### src/rtl/instr_fetch_decode.sv
// Instruction fetch/decode front end.
// Fetches 32-bit instruction words from a memory-mapped instruction store
// and splits each word into Opcode/Dest/Src1/Src2. Each decoded instruction
// is offered to the execution engine with a valid/ready handshake.
// A fetch takes two cycles, REQ then WAIT.
// Opcode FFh is a stop: the unit halts and does not offer that word.
// Fetching runs from PC 0 up to PC_LAST. Accepting the instruction at
// PC_LAST halts the unit with the sticky Overrun flag set.
// Optional feature macro: IFETCH_OPCODE_CHECK_EN. When it is defined, any
// opcode outside the legal set halts the unit with IllegalOp set. When it is
// undefined, every non-stop opcode is offered unchanged and IllegalOp stays 0.

module instr_fetch_decode #(
   parameter logic [3:0]  INSTR_SEL = 4'h1,
   parameter logic [11:0] PC_LAST   = 12'h009
) (
   input  logic         Clk,
   input  logic         Reset,
   input  logic         Start,
   output logic [15:0]  address,
   output logic         nRead,
   input  logic [255:0] DataIn,
   output logic [7:0]   Opcode,
   output logic [7:0]   Dest,
   output logic [7:0]   Src1,
   output logic [7:0]   Src2,
   output logic         InstrValid,
   input  logic         InstrReady,
   output logic [11:0]  PC,
   output logic         Busy,
   output logic         Halted,
   output logic         Overrun,
   output logic         IllegalOp
);

   typedef enum logic [2:0] {
      ST_IDLE  = 3'd0,
      ST_REQ   = 3'd1,
      ST_WAIT  = 3'd2,
      ST_ISSUE = 3'd3,
      ST_HALT  = 3'd4
   } state_t;

   localparam logic [7:0] OP_STOP = 8'hFF;

   state_t      state_r;
   logic [11:0] pc_inc_s;
   logic [31:0] instr_word_s;
   logic        unused_data_s;

   // Only the low word of the memory bus carries an instruction.
   assign instr_word_s  = DataIn[31:0];
   assign unused_data_s = ^DataIn[255:32];
   assign pc_inc_s      = PC + 12'd1;

`ifdef IFETCH_OPCODE_CHECK_EN
   // Legal opcode set: 00h-05h, 10h-13h and the FFh stop code.
   function automatic logic is_legal_op(input logic [7:0] op);
      logic legal_v;
      legal_v = 1'b0;
      if (op <= 8'h05) begin
         legal_v = 1'b1;
      end else if ((op >= 8'h10) && (op <= 8'h13)) begin
         legal_v = 1'b1;
      end else if (op == OP_STOP) begin
         legal_v = 1'b1;
      end else begin
         legal_v = 1'b0;
      end
      return legal_v;
   endfunction
`endif

   // Fetch/decode sequencer; every output is a register updated alongside the state.
   always_ff @(posedge Clk or posedge Reset) begin
      if (Reset) begin
         state_r    <= ST_IDLE;
         address    <= 16'h0000;
         nRead      <= 1'b1;
         PC         <= 12'h000;
         Opcode     <= 8'h00;
         Dest       <= 8'h00;
         Src1       <= 8'h00;
         Src2       <= 8'h00;
         InstrValid <= 1'b0;
         Busy       <= 1'b0;
         Halted     <= 1'b0;
         Overrun    <= 1'b0;
         IllegalOp  <= 1'b0;
      end else begin
         case (state_r)
            ST_IDLE: begin
               if (Start) begin
                  PC      <= 12'h000;
                  address <= {INSTR_SEL, 12'h000};
                  nRead   <= 1'b0;
                  Busy    <= 1'b1;
                  state_r <= ST_REQ;
               end
            end

            ST_REQ: begin
               // Strobe lasts one cycle; the address stays put while data returns.
               nRead   <= 1'b1;
               state_r <= ST_WAIT;
            end

            ST_WAIT: begin
               // Capture is unconditional so a stop/illegal word remains visible after halting.
               Opcode  <= instr_word_s[31:24];
               Dest    <= instr_word_s[23:16];
               Src1    <= instr_word_s[15:8];
               Src2    <= instr_word_s[7:0];
               address <= 16'h0000;
               if (instr_word_s[31:24] == OP_STOP) begin
                  Busy    <= 1'b0;
                  Halted  <= 1'b1;
                  state_r <= ST_HALT;
`ifdef IFETCH_OPCODE_CHECK_EN
               end else if (!is_legal_op(instr_word_s[31:24])) begin
                  IllegalOp <= 1'b1;
                  Busy      <= 1'b0;
                  Halted    <= 1'b1;
                  state_r   <= ST_HALT;
`endif
               end else begin
                  InstrValid <= 1'b1;
                  state_r    <= ST_ISSUE;
               end
            end

            ST_ISSUE: begin
               // Fields and PC are held untouched until the engine accepts.
               if (InstrReady) begin
                  InstrValid <= 1'b0;
                  if (PC < PC_LAST) begin
                     PC      <= pc_inc_s;
                     address <= {INSTR_SEL, pc_inc_s};
                     nRead   <= 1'b0;
                     state_r <= ST_REQ;
                  end else begin
                     // Ran off the end of the program without a stop; PC stays at PC_LAST.
                     Overrun <= 1'b1;
                     Busy    <= 1'b0;
                     Halted  <= 1'b1;
                     state_r <= ST_HALT;
                  end
               end
            end

            ST_HALT: begin
               if (Start) begin
                  Overrun   <= 1'b0;
                  IllegalOp <= 1'b0;
                  PC        <= 12'h000;
                  address   <= {INSTR_SEL, 12'h000};
                  nRead     <= 1'b0;
                  Busy      <= 1'b1;
                  Halted    <= 1'b0;
                  state_r   <= ST_REQ;
               end
            end

            default: begin
               state_r    <= ST_IDLE;
               address    <= 16'h0000;
               nRead      <= 1'b1;
               InstrValid <= 1'b0;
               Busy       <= 1'b0;
               Halted     <= 1'b0;
            end
         endcase
      end
   end

endmodule

### config.mk
export PLATFORM = sky130hd
export DESIGN_NAME = instr_fetch_decode
export DESIGN_NICKNAME = d
export VERILOG_FILES = /design/src/rtl/instr_fetch_decode.sv
export SDC_FILE = /design/constraint.sdc
export NUM_CORES = 1
export LEC_CHECK = 0
export CAP_MARGIN = 0
export CELL_PAD_IN_SITES_DETAIL_PLACEMENT = 0
export CELL_PAD_IN_SITES_GLOBAL_PLACEMENT = 1
export CORE_ASPECT_RATIO = 0.8
export CORE_MARGIN = 2
export CORE_UTILIZATION = 16
export CTS_CLUSTER_SIZE = 25
export DETAILED_ROUTE_END_ITERATION = 6
export HOLD_SLACK_MARGIN = 0.1
export PLACE_DENSITY_LB_ADDON = 0.12
export SYNTH_ARGS = -nofsm -noshare
export SYNTH_HDL_FRONTEND = slang
export SYNTH_SLANG_ARGS = --single-unit
export TNS_END_PERCENT = 10
### constraint.sdc
create_clock -name Clk -period 2 [get_ports Clk]
set_clock_uncertainty 0.05 [all_clocks]
set_input_delay 0.4 -clock Clk [delete_from_list [all_inputs] [get_ports Clk]]
set_output_delay 0.4 -clock Clk [all_outputs]
set_load 0.05 [all_outputs]
==> Word level (Yosys, flattened, before mapping) <==
Cells that the tools add are included.
W data, S select, Z words.
{ "op_classes": {"add_sub_neg": 1, "order_cmp": 1, "n_eq_ne": 12, "muxes": 30, "bitwise_logic": 4, "reduce_logical": 14} }
{ "op_table": {"columns": ["op", "count"], "rows": [
  ["$mux W16", 3],
  ["$pmux W16 S3", 1],
  ["$mux W12", 3],
  ["$pmux W12 S2", 1],
  ["$reduce_and A4 Y1", 4],
  ["$add A12 B1 Y12 const B", 1],
  ["$lt A12 B4 Y1 const B", 1],
  ["$mux W1", 12],
  ["$mux W3", 4],
  ["$ne A2 B2 Y1 const B", 6],
  ["$pmux W3 S4", 1],
  ["$reduce_and A5 Y1", 2],
  ["$eq A8 B8 Y1 const B", 1],
  ["$pmux W1 S4", 2],
  ["$eq A3 B2 Y1 const B", 2],
  ["$pmux W1 S3", 2],
  ["$not A1 Y1", 4],
  ["$reduce_bool A2 Y1", 2],
  ["$reduce_or A2 Y1", 2],
  ["$eq A3 B1 Y1 const B", 1],
  ["$eq A3 B3 Y1 const B", 1],
  ["$logic_not A3 Y1", 1],
  ["$reduce_and A3 Y1", 1],
  ["$reduce_or A3 Y1", 1],
  ["other kinds (3)", 3]
]} }
{ "word_totals": {"regBits": 68, "inputBits": 260, "out_inout_bits": 66, "elab_cells": 74} }

==> Logic depth before layout (Yosys ltp) <==
{ "logic_depth": {"depth_word": 4, "depth_mapped": 7, "ltp_nobuf": 6} }

==> Worst setup path before layout <==
No wires, ideal clock.
{ "synth_timing": {"kind": "register to register", "startpoint": "reg PC[0]", "endpoint": "reg PC[0]", "setup_time_ns": 0.125, "arrival_ns": 2.044, "slack_ns": -0.219, "stages_incl_launch_ff": 7, "path_cell_list": "dfrtp_1 > inv_1 > ha_1 > or2b_2 > a2111oi_4 > o21ai_2 > mux2_4"} }
{ "synth_between": {"elab_chain_len": 4, "elab_cells_between_ends": 7} }
{ "synth_rtl": {"columns": ["item", "line", "source"], "rows": [
  ["start: declaration", "29", "output logic [11:0] PC,"],
  ["start signal: assignment", "137", "PC <= pc_inc_s;"],
  ["$add A12 B1 Y12", "54", "assign pc_inc_s = PC + 12'd1;"],
  ["$mux W12", "136", "if (PC < PC_LAST) begin"],
  ["$mux W12", "134", "if (InstrReady) begin"],
  ["$pmux W12 S2", "91", "case (state_r)"]
]} }
Several ways; a longest one is shown, not always the timed one. The select of a mux whose other input is x is not followed.
A chain may end at the register's enable or synchronous reset.

==> Worst setup path after layout <==
{ "layout_timing": {"startpoint": "reg PC[5]", "endpoint": "reg PC[3]"} }
{ "layout_between": {"elab_chain_len": 3} }
{ "layout_rtl": {"columns": ["item", "line"], "rows": [
  ["$lt A12 B4 Y1", "136"],
  ["$ne A2 B2 Y1 (no line)", null],
  ["$reduce_and A4 Y1 (no line)", null]
]} }
Every way passes these cells.

==> impl_metrics.yaml <==
detailed_routing:
  drcViolationCount: 0
  wirelength_microns: 7744
  route.antenna.remaining_nets: 0
  vias_per_cell: 3.621
  drt_first_iter_violations: 56
  wire_per_inst_microns: 13.83
  firstDrtPassIters: 3
  num_vias: 2028
cells_and_area:
  finish.utilization_pct: 27.36
  layout_common_cells: "sky130_fd_sc_hd__clkdlybuf4s50_1 (64), sky130_fd_sc_hd__buf_4 (60), sky130_fd_sc_hd__dfrtp_1 (56)"
  share_of_cells_above_drive_strength_1_pct: 43.53
  finalNetCount: 597
  layout_commonest_cell: "sky130_fd_sc_hd__clkdlybuf4s50_1"
  diodes: 0
  area_overhead_vs_synth_pct: 67.17
  post-route-cell-area_sq_um: 4543
yosys:
  synthesis.area_per_instance_sq_um: 13.59
  synth.area.top_cells: "sky130_fd_sc_hd__dfrtp_1 (59%), sky130_fd_sc_hd__mux2_2 (13%), sky130_fd_sc_hd__and2_1 (3.7%), sky130_fd_sc_hd__o2bb2ai_1 (1.6%), sky130_fd_sc_hd__buf_4 (1.4%)"
  synth.ff_latch_count: 65
  synthCells: 200
  synthDominantAreaCellType: "sky130_fd_sc_hd__dfrtp_1"
  syn-cell-area_sq_um: 2718
  sequential_element_share_of_the_synthesized_area_pct: 59.90
  yosys.area.top_type_share_pct: 58.93
  yosys.cell_types.count: 46
  ys.warnings.count: 0
cts:
  clockBufferDepth: 2
  post_cts_hold_buffer_count: 0
  clock_tree.htree_level_count: 3
  clkTransAtPathRegs_ns: 0.06
  worst_skew_pair.late_latency_ns: 0.33
  cts_buffers: 9
  clock_sinks: 65
  tritoncts: "done"
  clk_root_buffer_cell: "sky130_fd_sc_hd__clkbuf_16"
floorplanning:
  initial_utilization_pct: 16.37
  fp.dieArea_sq_um: 18050
  core_area_sq_um: 16610
  placementRows: 42
  floorplan.die.width_microns: 149.7
  io_pins: 326
  chip_height_microns: 120.6
global_routing:
  overflow: 0
  grt_first_pass_wirelength_microns: 12110
  grt_start_max_net_pins: 36
  first_global_vias: 2157
  track_usage_pct: 9.087
  antenna_violations_before_repair: 0
power_and_ir_drop:
  seq_power_share_pct: 24.2
  power.density_cell_area_nw_per_um2: 1895
  vdd.ir_drop.worst_mv: 0.7867
  switching_portion_of_total_power_pct: 43.35
  p_int_mw: 4.877
  static-leakage-power_nw: 2.001
  p_switching_mw: 3.732
  pwr-share-clk_pct: 20.3
  comb_power_share_pct: 55.4
place:
  finalWeightedCongestion: 0.6865
  placed_area_sq_um: 4114
  placed_wire_length_estimate_microns: 5616
  place.port_buffers: 97
timing:
  final.hold.worst_slack_ns: 0.4212
  finalSetupViolCount: 0
  max-slew-margin-rel_pct: 63.63
  rsz0062_at_grt: "true"
  max_clock_freq_mhz: 506.0
  hold_viol: 0
  layout_worst_path_cycle_share_pct: 98.82
  final.min_clock_period_ns: 1.976
  tightestPinTransition_ns: 0.5445
  final-max-slew-violation-count: 0
setup_path:
  crit_type: "reg2reg"
  crit_path_start_kind: "register"
  reg2reg_setup_slack_ns: 0.02
  data_arrival_time_of_the_critical_path_ns: 2.15
  critical_path.endpoint_type: "register"
  worst-path-max-fanout: 5
  required_ns: 2.17
run_status:
  outcome: "finished, final reports clean"
min_path:
  timing.hold.worst.class: "in2async"
flow_run:
  maxCapViolations: 0
[kinds of logic (layout without fill, tap and decap cells)]
kind of cell             after synthesis  count (layout)  synth area share, %
adder cells (fa/ha/maj)                2               2               0.9207
XOR/XNOR                               2               2               0.6447
AO/OA/AOI/OAI                         29              29                9.024
flip-flops                            65              65                59.90
buffers and inverters                 19             156                4.742
multiplexers                          34              34                14.36
AND/OR/NAND/NOR                       48              48                10.27
other                                  1               4               0.1380
[stage by stage]
step                      total power, mW  TNS [ns]  worst slack [ns]  instances
after global placement              6.755    -1.128          -0.09383        540
final                               8.608         0           0.02362        560
after global routing                9.105   -0.4844          -0.06379        560
after detailed placement            6.749    -1.020          -0.09414        540
after CTS                           8.604         0          0.001001        556
after floorplan                     5.152    -1.595          -0.09943        203
[path summary, 6_finish.rpt]
kind                       startpoint          to  cells past startpoint
max                             PC[5]       PC[3]                      4
min                             Reset      Halted                      2
max reg2reg                     PC[5]       PC[3]                      4
min in group Clk           address[6]  address[6]                      1
min reg2reg                address[6]  address[6]                      1
max in group asynchronous       Reset       PC[0]                      3
[cells in the mapped netlist (all sizes together)]
cell type and count:
nor3b 1, nand2 7, nand3 4, and3b 1, ha 2, a21o 4, a22oi 1, dfstp 1
o21a 3, a21oi 2, o31ai 1, xnor2 1, o41ai 1, o211ai 1, nor3 1, or2 1
mux2 34, nand3b 1, o21ai 4, and2 16, or2b 1, a31o 1, xor2 1, dfrtp 64
inv 7, buf 10, nand2b 1, nor2 7, o22ai 1, clkbuf 2, a221oi 1, nand4 3
a211oi 1, a211o 1, conb 1, or4 2, a2111oi 2, o2bb2ai 5, and3 1, nor2b 1
[worst max-delay path, stage by stage (launching register included)]
cell	delay (ns)
sky130_fd_sc_hd__dfrtp_2	0.39
sky130_fd_sc_hd__or4_4	0.56
sky130_fd_sc_hd__a2111oi_4	0.37
sky130_fd_sc_hd__o21ai_4	0.16
sky130_fd_sc_hd__mux2_4	0.32
[power groups by stage]
stage	Clock [mW]	Combinational [mW]	Sequential, mW
5_1_grt	1.88	5.07	2.16
4_1_cts	1.81	4.70	2.10
3_3_place_gp	0	4.66	2.09
6_report	1.75	4.77	2.09
3_5_place_dp	0	4.65	2.10
2_1_floorplan	0	1.46	3.70
[routing by layer]
layer | up-vias | global-route usage (%) | share of wire (%)
li1 | 963 | - | -
met1 | 971 | 11.34 | 45
met2 | 85 | 11.84 | 39
met3 | 9 | 6.566 | 14
met4 | 0 | 3.538 | 1.7
met5 | - | 0 | 0
[flip-flops by register name, summed over array words and instances, names as in the netlist, 3 cells and up]
signal	cells
Dest	8
Opcode	8
PC	12
Src1	8
Src2	8
address	13
state_r	3
[area by class of cell]
cell class | instances | area [sq um]
clock buffers | 12 | 256.5
clock inverters | 4 | 75.07
fillers | 1771 | 12060
inverters | 7 | 30.03
multi-input cells | 119 | 1037
flip-flops and latches | 65 | 1638
well taps | 220 | 275.3
repair buffers | 133 | 1231
[timing repair]
item,4_1_cts,5_1_grt
resized for setup,4,17
hold endpoints to repair,0,0
endpoints found under the setup margin,23,21
gates cloned,0,1
pin swaps,2,11
setup buffers,0,3
Note: power is estimated with default switching activity, not from simulation.
==> patch 1: new RTL, same flow settings <==
Build with the macro `IFETCH_OPCODE_CHECK_EN` defined.
--- a/src/rtl/instr_fetch_decode.sv
+++ b/src/rtl/instr_fetch_decode.sv
@@ -10,4 +10,6 @@
 // opcode outside the legal set halts the unit with IllegalOp set. When it is
 // undefined, every non-stop opcode is offered unchanged and IllegalOp stays 0.
+
+`define IFETCH_OPCODE_CHECK_EN
 
 module instr_fetch_decode #(
Check against the original RTL: not equivalent (Yosys sat finds a counterexample within 4 cycles, from zero or initial values and one cycle with Reset high).
==> patch 1 against the unedited design <==
Routed wire length rose by 6.9%; clock power fell by 13%; setup slack got worse by 4.3 ps; sequential cell count rose by 1; sequential power fell by 3%; worst hold slack got worse by 15 ps; synthesized area rose by 0.64%; combinational power fell by 18%; maximum frequency fell by 0.22%; cell area fell by 0.14%; power fell by 13%; synthesized cell count rose by 4.5%; core utilization fell by 0.12 points; critical path type unchanged; critical endpoint is now Busy$_DFFE_PP0P_; largest cell class unchanged; largest power group unchanged.
==> patch 1: results (changes against the unedited design) <==
Power
  • Max IR drop VDD: 547.3 uV (-30%)
  • Int Power: 4.231 mW (-13%)
  • Power share of the clock group: 20.5% (+0.2 points)
  • Pwr dens: 1642 mW/mm^2 (-13%)
  • Seq pwr: 2.02 mW (-3%)
  • P_leak: 1.971 nW (-1.5%)

Synthesis
  • Post-synth top cells: 65 x dfrtp_1, 32 x mux2_2, 17 x and2_1, 11 x o21ai_0, 10 x inv_1
  • Top post-synthesis cells by area: dfrtp_1 59%, mux2_2 13%, and2_1 3.9%
  • Seq/Total Area, Yosys: 60.43% (+0.53 points)
  • Cell taking the most area after synthesis: dfrtp_1
  • Cells after Synth: 209 (+4.5%)
  • Synthesis Warnings: 0 (unchanged)
  • Unique masters post-synth: 42 (-8.7%)

Setup path
  • Setup crit end: Busy$_DFFE_PP0P_
  • Crit-path slowest cell: or4_4
  • Critical Path Start: PC[5]$_DFFE_PP0P_
  • CP max stage delay: 580 ps (+20 ps)
  • CP max FO: 3 (-2)
  • R2r worst-path depth: 5 (+1)

Routing
  • WL final: 8.280 mm (+6.9%)
  • First-pass iteration count of the detailed router: 4 (+1)
  • DR iter-0 viols: 69 (+23%)
  • Routed wire length per instance: 14.43 um (+4.3%)
  • Vias: 2099 (+3.5%)

Global routing
  • Vias in the first global route: 2265 (+5.0%)
  • Largest net degree at the start of global routing: 22 (-39%)
  • Initial antenna violation count: 0 (unchanged)
  • Tot GR Track Use: 9.698% (+0.61 points)
  • First-pass GRT wire length: 13.10 mm (+8.2%)

Cells and area
  • Share of layout cells above drive strength 1: 38.98% (-4.5 points)
  • Fillers: 1746 (-1.4%)
  • Layout Nets: 611 (+2.3%)
  • Top flop regs: address: 13 flops, PC: 12 flops

Place
  • IO buf count: 98 (+1.0%)
  • DP Cell Count: 556 (+3.0%)
  • RePlAce Congestion: 0.7150 (+4.2%)
  • Post-DP HPWL: 6.283 mm (+12%)
  • Placement Setup Slack: -45.43 ps (+48.71 ps)

Status
  • Status: completed

Timing
  • Worst-Margin Slew: 518.7 ps (-25.72 ps)
  • Worst slack on hold paths: 406.2 ps (-14.95 ps)
  • Setup ws final: 19.31 ps (-4.313 ps)

Clock tree
  • Clk buf depth: 2 (unchanged)
  • CTS H-tree depth: 3 (unchanged)
  • Clock tree root driver cell: clkbuf_16
-- patch 1: cell types whose count changed in the layout (fill, tap and decap cells not counted), moves of 4 or more --
| cell | delta |
|---|---|
| and2_1 | +8 |
| and2_4 | -7 |
| buf_4 | +7 |
| dfrtp_1 | +4 |
| inv_1 | +4 |
| o21ai_1 | +5 |
| o2bb2ai_1 | -4 |
-- patch 1: cell type report --
cell class	count	area (sq um)	share of cell area [%]
inverter	10	41.29	0.9101
clock buffer	12	266.5	5.874
timing repair buffer	138	1249	27.52
multi-input combinational	124	1021	22.50
tap	220	275.3	6.067
sequential	66	1659	36.57
clock inverter	4	25.02	0.5516
-- patch 1: kinds of logic (layout without fill, tap and decap cells) --
| group | after synthesis | after routing | synth area share (%) |
|---|---|---|---|
| DFF | 66 | 66 | 60.43 |
| and+or+nand+nor | 49 | 49 | 10.98 |
| AOI/OAI and AO/OA | 35 | 35 | 9.881 |
| muxes | 33 | 33 | 13.54 |
| buffers and inverters | 21 | 164 | 3.477 |
| adders and majority gates | 2 | 2 | 0.9148 |
| xor gates and xnor gates | 2 | 2 | 0.6406 |
| other | 1 | 3 | 0.1371 |
-- patch 1: repair_timing --
action	4_1_cts	5_1_grt
gates resized for setup	0	10
pin swaps	1	4
setup buffers	2	0
setup endpoints to repair	3	27
-- patch 1: layer usage --
metal  up-vias  routed length (um)  global-route usage (%)
met5         -                   0                       0
met4         0                  91                   2.653
met3         8                 839                   5.338
met2        73                3196                   12.50
met1      1004                4152                   13.69
li1       1014                   -                       -
-- patch 1: through the flow --
step	utilization (%)	setup TNS [ps]	instance area [sq um]
finish	27.23	0	4537
global route	27.23	-138.4	4537
CTS	27.05	0	4507
detailed placement	25.21	-380.4	4200
global placement	25.21	-336.5	4200
floorplan	-	-763.2	2753
==> patch 2: new RTL, same flow settings <==
Without the edit above. Put one more register stage on the output `Overrun`. The value now appears one clock later. The other outputs are not delayed to match.
--- a/src/rtl/instr_fetch_decode.sv
+++ b/src/rtl/instr_fetch_decode.sv
@@ -44,4 +44,6 @@
    localparam logic [7:0] OP_STOP = 8'hFF;
 
+   logic Overrun_s0;
+
    state_t      state_r;
    logic [11:0] pc_inc_s;
@@ -86,5 +88,5 @@
          Busy       <= 1'b0;
          Halted     <= 1'b0;
-         Overrun    <= 1'b0;
+         Overrun_s0 <= 1'b0;
          IllegalOp  <= 1'b0;
       end else begin
@@ -141,5 +143,5 @@
                   end else begin
                      // Ran off the end of the program without a stop; PC stays at PC_LAST.
-                     Overrun <= 1'b1;
+                     Overrun_s0 <= 1'b1;
                      Busy    <= 1'b0;
                      Halted  <= 1'b1;
@@ -151,5 +153,5 @@
             ST_HALT: begin
                if (Start) begin
-                  Overrun   <= 1'b0;
+                  Overrun_s0 <= 1'b0;
                   IllegalOp <= 1'b0;
                   PC        <= 12'h000;
@@ -174,4 +176,8 @@
    end
 
+   always_ff @(posedge Clk) begin
+      Overrun <= Overrun_s0;
+   end
+
 endmodule
 
Formal check against the unedited RTL: no difference found for any inputs over 10 cycles, from zero or initial values and one cycle with Reset high; that may be too few to reach the edited logic, so the function may still have changed.
==> patch 2 against the unedited design <==
Worst hold slack worse by 100 ps; cell area is 1.5% lower; sequential power is 3% higher; first-iteration DRC count is 43% lower; die area is 0.72% higher; power is 2.2% lower; synthesized area is 0.74% higher; synthesized cell count is 0.50% higher; sequential share of layout area is 0.98 points higher; combinational power is 1% lower; sequential cell count is 1 higher; routed wire length is 1.2% lower; setup slack better by 2.6 ps.
==> patch 2: results (changes against the unedited design) <==
Global routing
  • Vias in the first global route: 2217 (+2.8%)
  • First-pass GRT wire length: 12.10 mm (-0.12%)
  • Tot GR Track Use: 8.777% (-0.31 points)
  • Largest net degree at the start of global routing: 39 (+8.3%)

Routing
  • Routed wire length per instance: 13.69 um (-0.99%)
  • DR iter-0 viols: 32 (-43%)
  • First-pass iteration count of the detailed router: 5 (+2)
  • Vias: 2072 (+2.2%)

Clock tree
  • Cts bufs inserted: 9 (unchanged)
  • Clock tree root driver cell: clkbuf_16
  • Clk pin slew, worst setup/hold paths: 50 ps

Place
  • Placement Setup Slack: -46.60 ps (+47.54 ps)
  • DP Cell Count: 542 (+0.37%)
  • RePlAce Congestion: 0.7014 (+2.2%)
  • Post-DP HPWL: 5.487 mm (-2.3%)
  • IO buf count: 97 (unchanged)
  • Placed Instance Area: 0.004124 sq mm (+0.24%)

Synthesis
  • Seq/Total Area, Yosys: 60.19% (+0.29 points)
  • Cells after Synth: 201 (+0.50%)
  • Unique masters post-synth: 47 (+2.2%)
  • Post-synthesis async set-or-reset flop share: 98.48% (-1.5 points)
  • Top post-synthesis cells by area: dfrtp_1 59%, mux2_2 13%, and2_1 3.7%
  • Synthesis Warnings: 0 (unchanged)

Worst hold path
  • Hold Crit Depth: 0
  • Worst hold-check path type: reg -> reg

Setup path
  • R2r worst-path depth: 5 (+1)
  • R2R Path End: address[12]$_DFFE_PP0P_
  • CP max FO: 13 (+8)
  • Critical Path Start: PC[5]$_DFFE_PP0P_
  • CP max stage delay: 570 ps

Power
  • Int Power: 4.734 mW (-2.9%)
  • P_leak: 1.971 nW (-1.5%)
  • Max IR drop VDD: 732.5 uV (-6.9%)

Cells and area
  • Fillers: 1747 (-1.4%)
  • Non-Filler Instances: 559 (-0.18%)
  • Share of layout cells above drive strength 1: 42.48% (-1.1 points)
  • Top flop regs: address: 13 flops, PC: 12 flops
  • Ant diodes: 0 (unchanged)
  • Layout Nets: 596 (-0.17%)

Timing
  • Max_slew headroom: 65.51% (+1.9 points)
  • Fmax: 506.6 MHz (+0.13%)
  • Worst slack on hold paths: 317.3 ps (-103.8 ps)

Status
  • Status: completed
## patch 2: changes by cell type after synthesis, sizes merged
cell   before  now
dfxtp       0    1
## patch 2: logic make-up (layout without fill, tap and decap cells)
kind of cell,count (synthesis),after routing,synth area share (%)
adders and majority gates,2,2,0.9139
DFF,66,66,60.19
muxes,34,34,14.26
AOI/OAI and AO/OA,29,29,8.958
xor gates and xnor gates,2,2,0.6400
buffers and inverters,19,154,4.708
other,1,4,0.1370
and+or+nand+nor,48,48,10.19
## patch 2: power groups by stage
stage               clock network (mW)  logic (mW)  registers, mW
global placement                     0        4.70           2.15
finish                            1.57        4.71           2.15
floorplan                            0        1.46           3.73
detailed placement                   0        4.67           2.17
CTS                               1.64        4.69           2.16
global route                      1.69        5.02           2.22
## patch 2: timing repair
item,4_1_cts,5_1_grt
buffers inserted,0,1
hold buffers,0,0
pin swaps,2,3
endpoints found under the hold margin,0,0
gates resized for setup,2,13
setup endpoints to repair,10,25
## patch 2: final cells by class
cell class / count / area (sq um) / share of cell area [%]
clock inverters: 3 / 40.04 / 0.8944
multi-input cells: 119 / 1035 / 23.11
flip-flops and latches: 66 / 1658 / 37.03
clock buffers: 13 / 250.2 / 5.590
repair buffers: 131 / 1189 / 26.55
inverters: 7 / 30.03 / 0.6708
well taps: 220 / 275.3 / 6.149
## patch 2: worst max-delay path, delay by kind of cell (launching register included)
kind	cells	cell delay, ps
and+or+nand+nor	1	570
DFF	1	390
AOI/OAI and AO/OA	3	720
buffers and inverters	1	150
## patch 2: routing by layer
metal | vias to the layer above | track usage (%) | part of all wire [%]
met4 | 0 | 1.946 | 0.91
met2 | 91 | 12.04 | 40
met1 | 1002 | 11.35 | 45
met3 | 5 | 5.827 | 13
met5 | - | 0 | 0
li1 | 974 | - | -
